File: config.mk
export PLATFORM = sky130hd
export DESIGN_NAME = secuenciador_registro
export DESIGN_NICKNAME = d
export VERILOG_FILES = /design/src/rtl/secuenciador_registro_pkg.sv /design/src/rtl/secuenciador_registro.sv
export SDC_FILE = /design/constraint.sdc
export NUM_CORES = 1
export LEC_CHECK = 0
export CORE_MARGIN = 1.5
export CORE_UTILIZATION = 41
export CTS_CLUSTER_DIAMETER = 80
export DETAILED_ROUTE_END_ITERATION = 8
export PLACE_DENSITY = 0.72
export SETUP_SLACK_MARGIN = 0.05
export SLEW_MARGIN = 20
export SYNTH_ARGS = -nofsm -noshare
export SYNTH_HDL_FRONTEND = slang
export SYNTH_SLANG_ARGS = --single-unit
export TNS_END_PERCENT = 20
File: constraint.sdc
create_clock -name clk -period 3.35 [get_ports clk]
set_input_delay 0.5025 -clock clk [delete_from_list [all_inputs] [get_ports clk]]
set_output_delay 0.5025 -clock clk [all_outputs]
set_load 0.05 [all_outputs]
File: src/rtl/secuenciador_registro_pkg.sv
// Shared sizing, state encoding and index helper for the capture/playback sequencer.
package secuenciador_registro_pkg;

    localparam int N_DEF   = 32;
    localparam int TMO_DEF = 4;
    localparam int IDX_W   = $clog2(N_DEF);
    localparam int CNT_W   = IDX_W + 1;
    localparam int DATA_W  = 16;

    typedef enum logic [2:0] {
        IDLE,
        SNAP,
        LEER,
        ESPERA,
        SALIDA
    } state_t;

    // Circular successor of a store index for a buffer of depth n.
    function automatic logic [IDX_W-1:0] idx_siguiente(input logic [IDX_W-1:0] idx, input int n);
        return (idx == IDX_W'(n - 1)) ? '0 : idx + IDX_W'(1);
    endfunction

endpackage

File: src/rtl/secuenciador_registro.sv
// Capture/playback sequencer for an external circular register store: forwards captures
// as write strobes and replays the stored samples oldest-first through a valid/ready port.
module secuenciador_registro
    import secuenciador_registro_pkg::*;
#(
    parameter int N   = N_DEF,
    parameter int TMO = TMO_DEF
) (
    input  logic              clk,
    input  logic              reset_n,
    input  logic              cap_valid,
    input  logic [DATA_W-1:0] cap_dato,
    output logic              cap_ready,
    input  logic              play_start,
    input  logic              play_abort,
    output logic              out_valid,
    output logic [DATA_W-1:0] out_dato,
    input  logic              out_ready,
    output logic              play_busy,
    output logic              play_done,
    output logic              err_lectura,
    output logic              reg_iniciar,
    output logic [DATA_W-1:0] reg_dato,
    output logic              leer_ahora,
    output logic [IDX_W-1:0]  leer_index,
    input  logic [IDX_W-1:0]  reg_posicion,
    input  logic [CNT_W-1:0]  reg_contador,
    input  logic [DATA_W-1:0] leer_data,
    input  logic              valor_leer_listo
);

    localparam int               TMO_W    = (TMO > 1) ? $clog2(TMO) : 1;
    localparam logic [TMO_W-1:0] TMO_LAST = TMO_W'(TMO - 1);
    localparam logic [CNT_W-1:0] CNT_FULL = CNT_W'(N);

    state_t            r_state, w_state_next;
    logic              r_pending, w_pending_next;
    logic [CNT_W-1:0]  r_restante, w_restante_next;
    logic [IDX_W-1:0]  r_idx, w_idx_next;
    logic [TMO_W-1:0]  r_tmo_cnt, w_tmo_cnt_next;
    logic              r_out_valid, w_out_valid_next;
    logic [DATA_W-1:0] r_out_dato, w_out_dato_next;
    logic              r_play_done, w_play_done_next;
    logic              r_err, w_err_next;
    logic              r_cap_ready;
    logic              r_reg_iniciar;
    logic [DATA_W-1:0] r_reg_dato;
    logic              w_cap_acc;
    logic              w_pend_eff;

    // cap_ready is registered so it stays low while reset is held and rises one edge later.
    assign w_cap_acc  = cap_valid && r_cap_ready;
    assign w_pend_eff = r_pending || play_start;

    always_comb begin
        // NOTE: every next-state signal gets a default first, so no path leaves one unassigned (no latch).
        w_state_next     = r_state;
        w_pending_next   = r_pending;
        w_restante_next  = r_restante;
        w_idx_next       = r_idx;
        w_tmo_cnt_next   = r_tmo_cnt;
        w_out_valid_next = r_out_valid;
        w_out_dato_next  = r_out_dato;
        w_play_done_next = 1'b0;
        w_err_next       = r_err;

        if (r_state != IDLE && play_abort) begin
            w_state_next     = IDLE;
            w_out_valid_next = 1'b0;
            w_pending_next   = 1'b0;
        end else begin
            unique case (r_state)
                IDLE: begin
                    // A write still in flight must land in the store before the count is snapshotted.
                    if (w_pend_eff && !cap_valid && !r_reg_iniciar) begin
                        w_state_next   = SNAP;
                        w_pending_next = 1'b0;
                    end else begin
                        w_pending_next = w_pend_eff;
                    end
                end
                SNAP: begin
                    w_restante_next = reg_contador;
                    w_idx_next      = (reg_contador < CNT_FULL) ? '0 : reg_posicion;
                    if (reg_contador == '0) begin
                        w_state_next     = IDLE;
                        w_play_done_next = 1'b1;
                    end else begin
                        w_state_next = LEER;
                    end
                end
                LEER: begin
                    w_tmo_cnt_next = '0;
                    w_state_next   = ESPERA;
                end
                ESPERA: begin
                    if (valor_leer_listo) begin
                        w_out_dato_next  = leer_data;
                        w_out_valid_next = 1'b1;
                        w_state_next     = SALIDA;
                    end else if (r_tmo_cnt == TMO_LAST) begin
                        w_err_next   = 1'b1;
                        w_state_next = IDLE;
                    end else begin
                        w_tmo_cnt_next = r_tmo_cnt + TMO_W'(1);
                    end
                end
                SALIDA: begin
                    if (out_ready) begin
                        w_out_valid_next = 1'b0;
                        w_restante_next  = r_restante - CNT_W'(1);
                        if (r_restante == CNT_W'(1)) begin
                            w_state_next     = IDLE;
                            w_play_done_next = 1'b1;
                        end else begin
                            w_idx_next   = idx_siguiente(r_idx, N);
                            w_state_next = LEER;
                        end
                    end
                end
                default: w_state_next = IDLE;
            endcase
        end
    end

    always_ff @(posedge clk) begin
        // NOTE: sequential state uses non-blocking assignments so all registers update from pre-edge values.
        if (!reset_n) begin
            r_state       <= IDLE;
            r_pending     <= 1'b0;
            r_restante    <= '0;
            r_idx         <= '0;
            r_tmo_cnt     <= '0;
            r_out_valid   <= 1'b0;
            r_out_dato    <= '0;
            r_play_done   <= 1'b0;
            r_err         <= 1'b0;
            r_cap_ready   <= 1'b0;
            r_reg_iniciar <= 1'b0;
            r_reg_dato    <= '0;
        end else begin
            r_state       <= w_state_next;
            r_pending     <= w_pending_next;
            r_restante    <= w_restante_next;
            r_idx         <= w_idx_next;
            r_tmo_cnt     <= w_tmo_cnt_next;
            r_out_valid   <= w_out_valid_next;
            r_out_dato    <= w_out_dato_next;
            r_play_done   <= w_play_done_next;
            r_err         <= w_err_next;
            r_cap_ready   <= (w_state_next == IDLE);
            r_reg_iniciar <= w_cap_acc;
            if (w_cap_acc) begin
                r_reg_dato <= cap_dato;
            end
        end
    end

    assign cap_ready   = r_cap_ready;
    assign out_valid   = r_out_valid;
    assign out_dato    = r_out_dato;
    assign play_busy   = (r_state != IDLE);
    assign play_done   = r_play_done;
    assign err_lectura = r_err;
    assign reg_iniciar = r_reg_iniciar;
    assign reg_dato    = r_reg_dato;
    assign leer_ahora  = (r_state == LEER);
    assign leer_index  = (r_state == LEER) ? r_idx : '0;

    a_strobes_exclusive: assert property (@(posedge clk) disable iff (!reset_n)
        !(leer_ahora && reg_iniciar));

    a_out_hold: assert property (@(posedge clk) disable iff (!reset_n)
        (out_valid && !out_ready && !play_abort) |=> (out_valid && $stable(out_dato)));

endmodule

==> flow_summary.ini <==
[logic_synthesis]
synth_edf_count = 0
syn_inst = 281
yosysSeqAreaShare = 0.435
avgSynthCellArea_um2 = 8.85
ys_warn_count = 0
yosys_most_used_dff = dfxtp_1
synth.distinct_cells = 53
synth_fp_nets = 336
async_flop_share = 0
synth-seq-cells = 54
mappedNetlistArea_um2 = 2490

[sta]
grt_setup_unrepaired = no
finalCriticalPeriod_ns = 2.92
maxSlewViolCount = 0
skew_ns = 0.00464
hold_viol = 0
clock.fmax_ghz = 0.343
worst-slew-pin-transition_ns = 0.743
max_slew_margin = 0.504
tns_ns = 0
period_share = 0.871
setup_viol = 0

[die]
start_util = 0.422
die_x_um = 80.9
core_area_um2 = 5890
fp-row-count = 28
die_area_um2 = 6540
ios = 94
die-height_um = 80.9

[layout]
layout_common_cells = 93 x clkdlybuf4s50_1, 54 x dfxtp_1, 43 x nand2_1
area_delta_synth_final_pct = 42.1
fill_cells = 528
fin_nets = 422
drive_above_1_share = 0.0625
n_antenna_cell = 0
stdcell_count = 443
regArea_um2 = 1080
layout_commonest_cell = clkdlybuf4s50_1
multiInputGateArea_um2 = 1280

[min_path]
min_to = reg_dato[3]
hold-path-cell-count = 2
hold_path_startpoint = reg_dato[3]
hold_path.class = register to register

[detailed_routing]
first_iter_violations = 75
wl_um = 5870
drt_first_pass_iters = 4
drc = 0
dr_total_vias = 2239
avgRoutedWirePerCell_um = 13.3
antenna_left = 0
viasPerCell = 5.05

[setup_path]
reg2reg_depth = 4
crit_fanout = 14
rr_endpoint = r_idx[3]
critical_path_class = register to output port
crit_cells = 4
worst_path_max_delay_cell = clkdlybuf4s50_1
worst-r2r-setup-slack_ns = 1.30
cp-start-kind = register
arrival_ns = 2.42
setup.worst_path.end_class = output port
crit_buf_inv = 1
crit_required_ns = 2.85
crit_chain = nand2b_1 > nor2_1 > and2_1 > clkdlybuf4s50_1
slowest_delay_ns = 0.79
r2r_start = r_state[0]
crit_family = buffers and inverters

[clocking]
postCtsSetupRepairBufs = 0
insertion_delay_ns = 0.32
cts_hold_buf = 0
numCtsBuffers = 5
cts_tree = built
cts.sinks = 54
htree_levels = 2
clk_pin_slew_ns = 0.10
cts_root_buf = clkbuf_8
post_cts_resize_count = 0
clockBufferDepth = 2

[grt]
grt_antenna_before_repair = 0
gr-total-overflow = 0
grt_pass1_vias = 2075
grt_max_degree = 25
track_usage = 0.183
grt_pass1_wl_um = 9290

[placed_design]
portBuffers = 93
place_inst = 435
dp_hpwl_um = 4230
gp_congestion = 0.857

[run]
maxCapViolCount = 0

[pwr]
cellPowerDensity_nw_per_um2 = 429
leakage_nw = 1.39
peakVddDrop_mv = 0.208

[run_status]
status = completed
==> cell usage after synthesis (2+ instances only) <==
cell type | number | area, um2
clkbuf_1 | 8 | 30.0
and2_1 | 9 | 56.3
a21oi_1 | 30 | 150
nand2b_1 | 5 | 31.3
nor3b_2 | 2 | 25.0
a311oi_1 | 2 | 17.5
nand3_1 | 8 | 40.0
o21ai_0 | 10 | 50.1
mux2i_1 | 17 | 170
buf_6 | 4 | 45.0
a211oi_1 | 2 | 15.0
inv_1 | 3 | 11.3
ha_1 | 5 | 62.6
nor3_1 | 6 | 30.0
nor3b_1 | 3 | 22.5
nand2_1 | 43 | 161
a31oi_1 | 3 | 18.8
dfxtp_1 | 54 | 1080
nor2_1 | 29 | 109
a211o_1 | 3 | 26.3
and3_1 | 3 | 18.8
==> cell families after synthesis <==
logic type / synth area share
and+or+nand+nor: 0.264
DFF: 0.435
xor gates and xnor gates: 0.00705
adders and majority gates: 0.0252
muxes: 0.0684
AOI/OAI and AO/OA: 0.152
buffers and inverters: 0.0488
==> layout make-up <==
| type | instances | share of cell area |
|---|---|---|
| repair buffers | 95 | 0.268 |
| inverters | 4 | 0.00425 |
| well taps | 75 | 0.0266 |
| clock inverters | 3 | 0.0124 |
| clock buffers | 5 | 0.0195 |
| multi-input cells | 207 | 0.363 |
| flip-flops and latches | 54 | 0.306 |
==> registers in the layout, indices dropped and copies added (netlist names) <==
| name | cells |
|---|---|
| cap_ready | 1 |
| err_lectura | 1 |
| r_pending | 1 |
| r_restante | 6 |
| reg_iniciar | 1 |
| play_done | 1 |
| r_state | 3 |
| out_valid | 1 |
| r_idx | 5 |
| reg_dato | 16 |
| out_dato | 16 |
| r_tmo_cnt | 2 |
==> per-layer routing <==
| layer | global-route usage | share of wire | vias to the layer above | routed length (um) |
|---|---|---|---|---|
| met5 | 0 | 0 | - | 0 |
| met4 | 0.0759 | 0.015 | 0 | 87 |
| met3 | 0.0562 | 0.059 | 7 | 349 |
| met2 | 0.293 | 0.48 | 58 | 2820 |
| met1 | 0.227 | 0.45 | 1034 | 2610 |
| li1 | - | - | 1140 | - |
==> report_power, final <==
group | total, mW | internal, mW | switching, mW | leakage, nW
Sequential | 0.712 | 0.677 | 0.0351 | 0.438
Combinational | 0.354 | 0.153 | 0.201 | 0.895
Clock | 0.451 | 0.224 | 0.227 | 0.0585
Total | 1.52 | 1.05 | 0.463 | 1.39
==> worst max-delay path by stage <==
stage	from	endpoint
floorplan	r_state[1]	leer_index[0]
global placement	r_state[1]	leer_index[4]
detailed placement	r_state[1]	leer_index[4]
CTS	r_state[1]	leer_index[4]
global route	r_state[1]	leer_index[4]
finish	r_state[1]	leer_index[4]
==> metrics by stage <==
step | setup WS [ns] | hold WS (ns) | total power, mW | instance area, um2 | utilization
finish | 0.432 | 0.459 | 1.52 | 3530 | 0.600
global route | 0.253 | 0.485 | 1.59 | 3530 | 0.600
CTS | 0.405 | 0.461 | 1.53 | 3530 | 0.600
detailed placement | 0.770 | 0.447 | 1.08 | 3420 | 0.581
global placement | 0.813 | 0.441 | 1.08 | 3420 | 0.581
floorplan | 0.816 | 0.445 | 0.945 | 2490 | -
==> worst reg2reg max path, delay by kind of cell (launching register included) <==
family          cells  cell delay (ns)
flops               1             0.59
simple gates        1             0.20
compound gates      3             1.16
(Power assumes the default switching activity.)
